**src/rtl/keypad_pkg.sv**
```systemverilog
// keypad_pkg: shared FSM states and 4x4 key layout for the keypad emulator.
package keypad_pkg;
  typedef enum logic [2:0] {IDLE, BOUNCE_IN, HOLD, BOUNCE_OUT, RELEASE} state_t;
  // Nibble k holds {row, col} of hex key k.
  localparam logic [63:0] KEY_MAP = 64'hECFB_73A9_8654_210D;
  function automatic logic [3:0] key_pos(input logic [3:0] key);
    return KEY_MAP[{key, 2'b00} +: 4];
  endfunction
  function automatic logic [3:0] pos_to_key(input logic [3:0] pos);
    logic [3:0] r_key;
    r_key = '0;
    for (int k = 0; k < 16; k++)
      if (KEY_MAP[k*4 +: 4] == pos) r_key = 4'(k);
    return r_key;
  endfunction
endpackage

```
**src/rtl/keypad_emulator_bounce_gen.sv**
```systemverilog
// bounce_gen: one contact-bounce phase, inverting the level every TOGGLE_PERIOD cycles for i_len cycles.
module bounce_gen #(
  parameter int BOUNCE_W      = 16,
  parameter int TOGGLE_PERIOD = 8
) (
  input  logic                clk,
  input  logic                rst,
  input  logic                i_start,
  input  logic                i_level,
  input  logic [BOUNCE_W-1:0] i_len,
  output logic                o_level,
  output logic                o_done
);
  localparam int TP_W = $clog2(TOGGLE_PERIOD + 1);
  logic [BOUNCE_W-1:0] r_left;
  logic [TP_W-1:0]     r_tp;
  logic                r_level;
  always_ff @(posedge clk) begin
    if (rst) begin
      r_left  <= '0;
      r_tp    <= '0;
      r_level <= 1'b0;
    end else if (i_start) begin
      r_left  <= i_len - BOUNCE_W'(1);
      r_tp    <= TP_W'(TOGGLE_PERIOD - 1);
      r_level <= i_level;
    end else if (r_left != '0) begin
      r_left  <= r_left - BOUNCE_W'(1);
      r_tp    <= (r_tp == '0) ? TP_W'(TOGGLE_PERIOD - 1) : r_tp - TP_W'(1);
      r_level <= (r_tp == '0) ? !r_level : r_level;
    end
  end
  assign o_level = r_level;
  assign o_done  = (r_left == '0);
endmodule

```
**src/rtl/keypad_emulator.sv**
```systemverilog
// keypad_emulator: 4x4 matrix-keypad responder driving columns from scanner rows per timed press commands.
module keypad_emulator
  import keypad_pkg::*;
#(
  parameter int HOLD_W        = 24,
  parameter int BOUNCE_W      = 16,
  parameter int TOGGLE_PERIOD = 8
) (
  input  logic                clk,
  input  logic                rst,
  input  logic [3:0]          row_i,
  output logic [3:0]          col_o,
  input  logic                cmd_valid_i,
  output logic                cmd_ready_o,
  input  logic [3:0]          cmd_key_i,
  input  logic [HOLD_W-1:0]   cmd_hold_i,
  input  logic [BOUNCE_W-1:0] cmd_bounce_i,
  output logic                pressed_o,
  output logic                done_o
);
  state_t              r_state, w_next;
  logic [1:0]          r_row, r_col;
  logic [BOUNCE_W-1:0] r_bounce;
  logic [HOLD_W-1:0]   r_cnt;
  logic                w_accept, w_bg_start, w_bg_level, w_bg_done, w_contact;
  assign cmd_ready_o = !rst && r_state == IDLE;
  assign w_accept    = cmd_valid_i && cmd_ready_o;
  always_comb begin
    w_next     = r_state;
    w_bg_start = 1'b0;
    case (r_state)
      IDLE: begin
        w_bg_start = w_accept && cmd_bounce_i != '0;
        w_next     = !w_accept ? IDLE : (cmd_bounce_i != '0 ? BOUNCE_IN : HOLD);
      end
      BOUNCE_IN: w_next = w_bg_done ? HOLD : BOUNCE_IN;
      HOLD: begin
        w_bg_start = r_cnt == '0 && r_bounce != '0;
        w_next     = r_cnt != '0 ? HOLD : (r_bounce != '0 ? BOUNCE_OUT : RELEASE);
      end
      BOUNCE_OUT: w_next = w_bg_done ? RELEASE : BOUNCE_OUT;
      RELEASE:    w_next = IDLE;
      default:    w_next = IDLE;
    endcase
  end
  always_ff @(posedge clk) begin
    if (rst) begin
      r_state  <= IDLE;
      r_row    <= '0;
      r_col    <= '0;
      r_bounce <= '0;
      r_cnt    <= '0;
    end else begin
      r_state <= w_next;
      if (w_accept) begin
        {r_row, r_col} <= key_pos(cmd_key_i);
        r_bounce       <= cmd_bounce_i;
        r_cnt          <= (cmd_hold_i == '0) ? '0 : cmd_hold_i - HOLD_W'(1);
      end else if (r_state == HOLD && r_cnt != '0) begin
        r_cnt <= r_cnt - HOLD_W'(1);
      end
    end
  end
  // Press-edge bounce starts closed, release-edge bounce starts open.
  bounce_gen #(.BOUNCE_W(BOUNCE_W), .TOGGLE_PERIOD(TOGGLE_PERIOD)) u_bounce (
    .clk     (clk),
    .rst     (rst),
    .i_start (w_bg_start),
    .i_level (r_state == IDLE),
    .i_len   (r_state == IDLE ? cmd_bounce_i : r_bounce),
    .o_level (w_bg_level),
    .o_done  (w_bg_done)
  );
  assign w_contact = r_state == HOLD || ((r_state == BOUNCE_IN || r_state == BOUNCE_OUT) && w_bg_level);
  assign pressed_o = w_contact;
  assign done_o    = r_state == RELEASE;
  assign col_o     = (!rst && w_contact && row_i[r_row]) ? 4'b0001 << r_col : 4'b0000;
endmodule

```
**config.mk**
```make
export PLATFORM = sky130hd
export DESIGN_NAME = keypad_emulator
export DESIGN_NICKNAME = d
export VERILOG_FILES = /design/src/rtl/keypad_pkg.sv /design/src/rtl/keypad_emulator_bounce_gen.sv /design/src/rtl/keypad_emulator.sv
export SDC_FILE = /design/constraint.sdc
export NUM_CORES = 1
export LEC_CHECK = 0
export ABC_AREA = 1
export BUFFER_PORTS_ARGS = -buffer_cell sky130_fd_sc_hd__buf_2
export CORE_MARGIN = 3
export CORE_UTILIZATION = 50
export CTS_BUF_LIST = sky130_fd_sc_hd__clkbuf_4 sky130_fd_sc_hd__clkbuf_8
export CTS_CLUSTER_SIZE = 14
export DETAILED_ROUTE_END_ITERATION = 16
export PLACE_DENSITY_LB_ADDON = 0.25
export SYNTH_ARGS = -nofsm -noshare
export SYNTH_HDL_FRONTEND = slang
export SYNTH_HIERARCHICAL = 1
export SYNTH_SLANG_ARGS = --single-unit
```
**constraint.sdc**
```tcl
create_clock -name clk -period 2.39 [get_ports clk]
set_clock_uncertainty 0.1 [all_clocks]
set_input_delay 0.239 -clock clk [delete_from_list [all_inputs] [get_ports clk]]
set_output_delay 0.239 -clock clk [all_outputs]
set_load 0.005 [all_outputs]
```
==> flow_summary.json <==
{
  "number_of_max_cap_violations": 0,
  "peakVddDrop_mv": 0.389,
  "max_slew_margin_pct": 65.8,
  "critical_path.startpoint_type": "flip-flop",
  "critPathSlowestCell": "sky130_fd_sc_hd__dfxtp_2",
  "tightest_slew_ps": 511,
  "crit_path_cell_trace": "inv_2 > ha_4 > nand2_4 > nor2_4 > nand2_2 > nor2_4 > nand3_2 > nand2_4 > inv_6 > buf_8 > nand2_4 > nand2_4 > nor2_4 > nand2_2 > nor2_4 > nand3_1 > nand3_2 > nor2_1",
  "initial_utilization_pct": 51.5,
  "worstSetupEndpointType": "flip-flop",
  "arrival_ps": 2520,
  "syn_nets": 960,
  "fillerInstances": 960,
  "total_power_uw": 6150,
  "grt_pass1_wl_mm": 24.1,
  "cts_hold_repair.buffers": 0,
  "groute.usage.overall_pct": 25.4,
  "ys_seq_elements": 68,
  "wl_per_cell_um": 13.4,
  "max-clock-path-buffers": 2,
  "drive_gt1_share_pct": 25.6,
  "critPathKind": "reg -> reg",
  "yosysSeqAreaShare_pct": 25.6,
  "chipWidth_um": 109,
  "rows": 37,
  "synth.distinct_cells": 41,
  "place_hpwl_mm": 11.2,
  "clk_pin_slew_ps": 90,
  "post_drt_via_cell_ratio": 5.22,
  "powerDensity_nw_per_um2": 913,
  "cellLeakagePower_uw": 0.00329,
  "timing.final.crit_share_pct": 98.5,
  "htree_num_levels": 3,
  "status": "finished, final reports clean",
  "drt_pre_antenna_iters": 7,
  "design.die.area_um2": 11900,
  "synth_area_um2": 5320,
  "fp.coreArea_um2": 10300,
  "clockRootBuffer": "sky130_fd_sc_hd__clkbuf_8",
  "route.detailed.drc": 0,
  "num_vias": 6099,
  "detail_route.iter0.violations": 547,
  "worst_ep_required_time_ps": 2550,
  "slew_violations": 0,
  "cts_tree": "yes",
  "gp_congestion": 0.979,
  "nNetsFinal": 1085,
  "antenna_found_initial": 0,
  "cts_inserted_buffers": 9,
  "num_antenna_cells": 0,
  "synth_warn": 6,
  "timing_hold_violations_final": 0,
  "setup.worst_path.start": "r_cnt[1]",
  "cts.sinks": 68,
  "critical_path.max_stage_delay_ps": 330,
  "overflow": 0,
  "setup_ws_ps": 36.1,
  "hold_start": "cmd_bounce_i[5]",
  "vertical_die_dimension_um": 109,
  "area_growth_pct": 26.6,
  "worstPathMaxFanout": 8,
  "achievable-frequency_mhz": 425,
  "wl_mm": 15.6,
  "cpLargestDelayFamily": "simple AND/OR/NAND/NOR gates",
  "min_path_type": "in -> reg",
  "ant_nets": 0,
  "postSynthCellCount": 903,
  "grt_start_max_net_pins": 60,
  "rr_startpoint": "r_cnt[1]",
  "critical_path_buf_inv_count": 3,
  "top_level_ports": 58,
  "numPortBuffers": 57,
  "worstSkewPairLatency_ps": 370,
  "timing.final.crit_period_ps": 2350,
  "rsz0062_at_grt": "true",
  "preCtsSetupSlack_ps": -145,
  "syn-mean-instance-area_um2": 5.89,
  "setup_violations": 0,
  "via_count_of_the_first_global_routing_pass": 5188
}
per-stage QoR:
step	hold slack [ps]	utilization (%)	instance area (µm²)	std cells	setup TNS [ps]
final	63.0	65.2	6730	1169	0
after global routing	72.5	65.2	6730	1169	-792
after CTS	61.1	62.4	6440	1167	-19.0
after detailed placement	365	60.0	6190	1150	-1540
after global placement	352	60.0	6190	1150	-440
after floorplan	208	-	5320	903	0
cells by family after synthesis:
kind of cell | share of synthesized area [%]
adder cells (fa/ha/maj) | 1.41
AND/OR/NAND/NOR | 45.2
AO/OA/AOI/OAI | 13.1
flip-flops | 25.6
buffers and inverters | 11.4
XOR/XNOR | 3.29
worst min-delay path: stages:
cell and delay [ps]:
sky130_fd_sc_hd__buf_2 80, sky130_fd_sc_hd__inv_1 50, sky130_fd_sc_hd__o21ai_0 140
what timing repair did:
| item | CTS | global route |
|---|---|---|
| hold endpoints to repair | 0 | 0 |
| pin swaps | 2 | 23 |
| setup endpoints to repair | 20 | 21 |
| resized for setup | 8 | 79 |
| setup buffers | 1 | 2 |
| cloned | 0 | 0 |
synth_stat cells, drive strengths merged:
cell type / count / area (µm²)
and2: 2 / 12.5
o31ai: 2 / 15.0
o211ai: 1 / 7.51
nand3: 83 / 450
buf: 16 / 141
nand2: 249 / 1040
inv: 112 / 428
a21o: 2 / 15.0
xnor2: 8 / 70.1
o21bai: 2 / 15.0
nand4: 13 / 81.3
a21oi: 31 / 155
nor2: 178 / 738
o32ai: 1 / 8.76
o22ai: 1 / 6.26
o21ai: 87 / 439
clkinv: 1 / 3.75
clkbuf: 9 / 33.8
nor3: 12 / 65.1
a22oi: 1 / 7.51
or2: 1 / 6.26
dfxtp: 68 / 1360
a31oi: 3 / 18.8
o211a: 1 / 10.0
xor2: 12 / 105
ha: 6 / 75.1
nand3b: 1 / 7.51
routing by layer:
layer  vias up  part of all wire, %  global-route usage (%)  routed length (µm)
met5         -                    0                       0                   0
met4         0                  2.0                    6.49                 315
met3        38                  7.4                    4.20                1150
met2       264                   43                    37.4                6760
met1      2671                   47                    38.3                7420
li1       3126                    -                       -                   -
report_power, final:
| group | internal, µW | total [µW] | switching (µW) |
|---|---|---|---|
| clock network | 594 | 1090 | 501 |
| registers | 1380 | 1550 | 167 |
| logic | 1360 | 3510 | 2140 |
| total | 3340 | 6150 | 2810 |
sequential cells by signal (all words and copies together), names as in the netlist:
signal            flops
r_cnt                24
r_state               3
u_bounce/r_left      16
r_col                 2
r_row                 2
u_bounce/r_tp         4
r_bounce             16
u_bounce/o_level      1
worst paths after layout:
kind                                             to  slack [ps]  cells past startpoint
worst max-delay path            u_bounce/r_left[15]          40                     18
worst min-delay path                    r_bounce[5]          60                      3
worst max register to register  u_bounce/r_left[15]          40                     18
worst min register to register     u_bounce/r_tp[2]         380                      2
final cells by class:
class	instances	area (µm²)	area share [%]
sequential	68	1360	20.3
multi-input combinational	697	3610	53.6
clock inverter	7	98.8	1.47
timing repair buffer	139	931	13.8
tap	136	170	2.53
clock buffer	9	124	1.84
inverter	113	434	6.45
placed cells by master (no fill, tap or decap), types with 5 or more instances in the layout:
cell type / count
sky130_fd_sc_hd__a21oi_1: 29
sky130_fd_sc_hd__buf_2: 57
sky130_fd_sc_hd__o21ai_0: 75
sky130_fd_sc_hd__inv_2: 5
sky130_fd_sc_hd__nor2_4: 16
sky130_fd_sc_hd__nand2_2: 28
sky130_fd_sc_hd__nor3_1: 10
sky130_fd_sc_hd__nand2_4: 19
sky130_fd_sc_hd__nor2_1: 143
sky130_fd_sc_hd__nand2_1: 202
sky130_fd_sc_hd__o21ai_1: 9
sky130_fd_sc_hd__xor2_1: 12
sky130_fd_sc_hd__dfxtp_1: 66
sky130_fd_sc_hd__clkbuf_8: 9
sky130_fd_sc_hd__nand4_1: 13
sky130_fd_sc_hd__xnor2_1: 8
sky130_fd_sc_hd__buf_4: 76
sky130_fd_sc_hd__nand3_1: 76
sky130_fd_sc_hd__nor2_2: 19
sky130_fd_sc_hd__inv_1: 104
(Power assumes the default switching activity.)
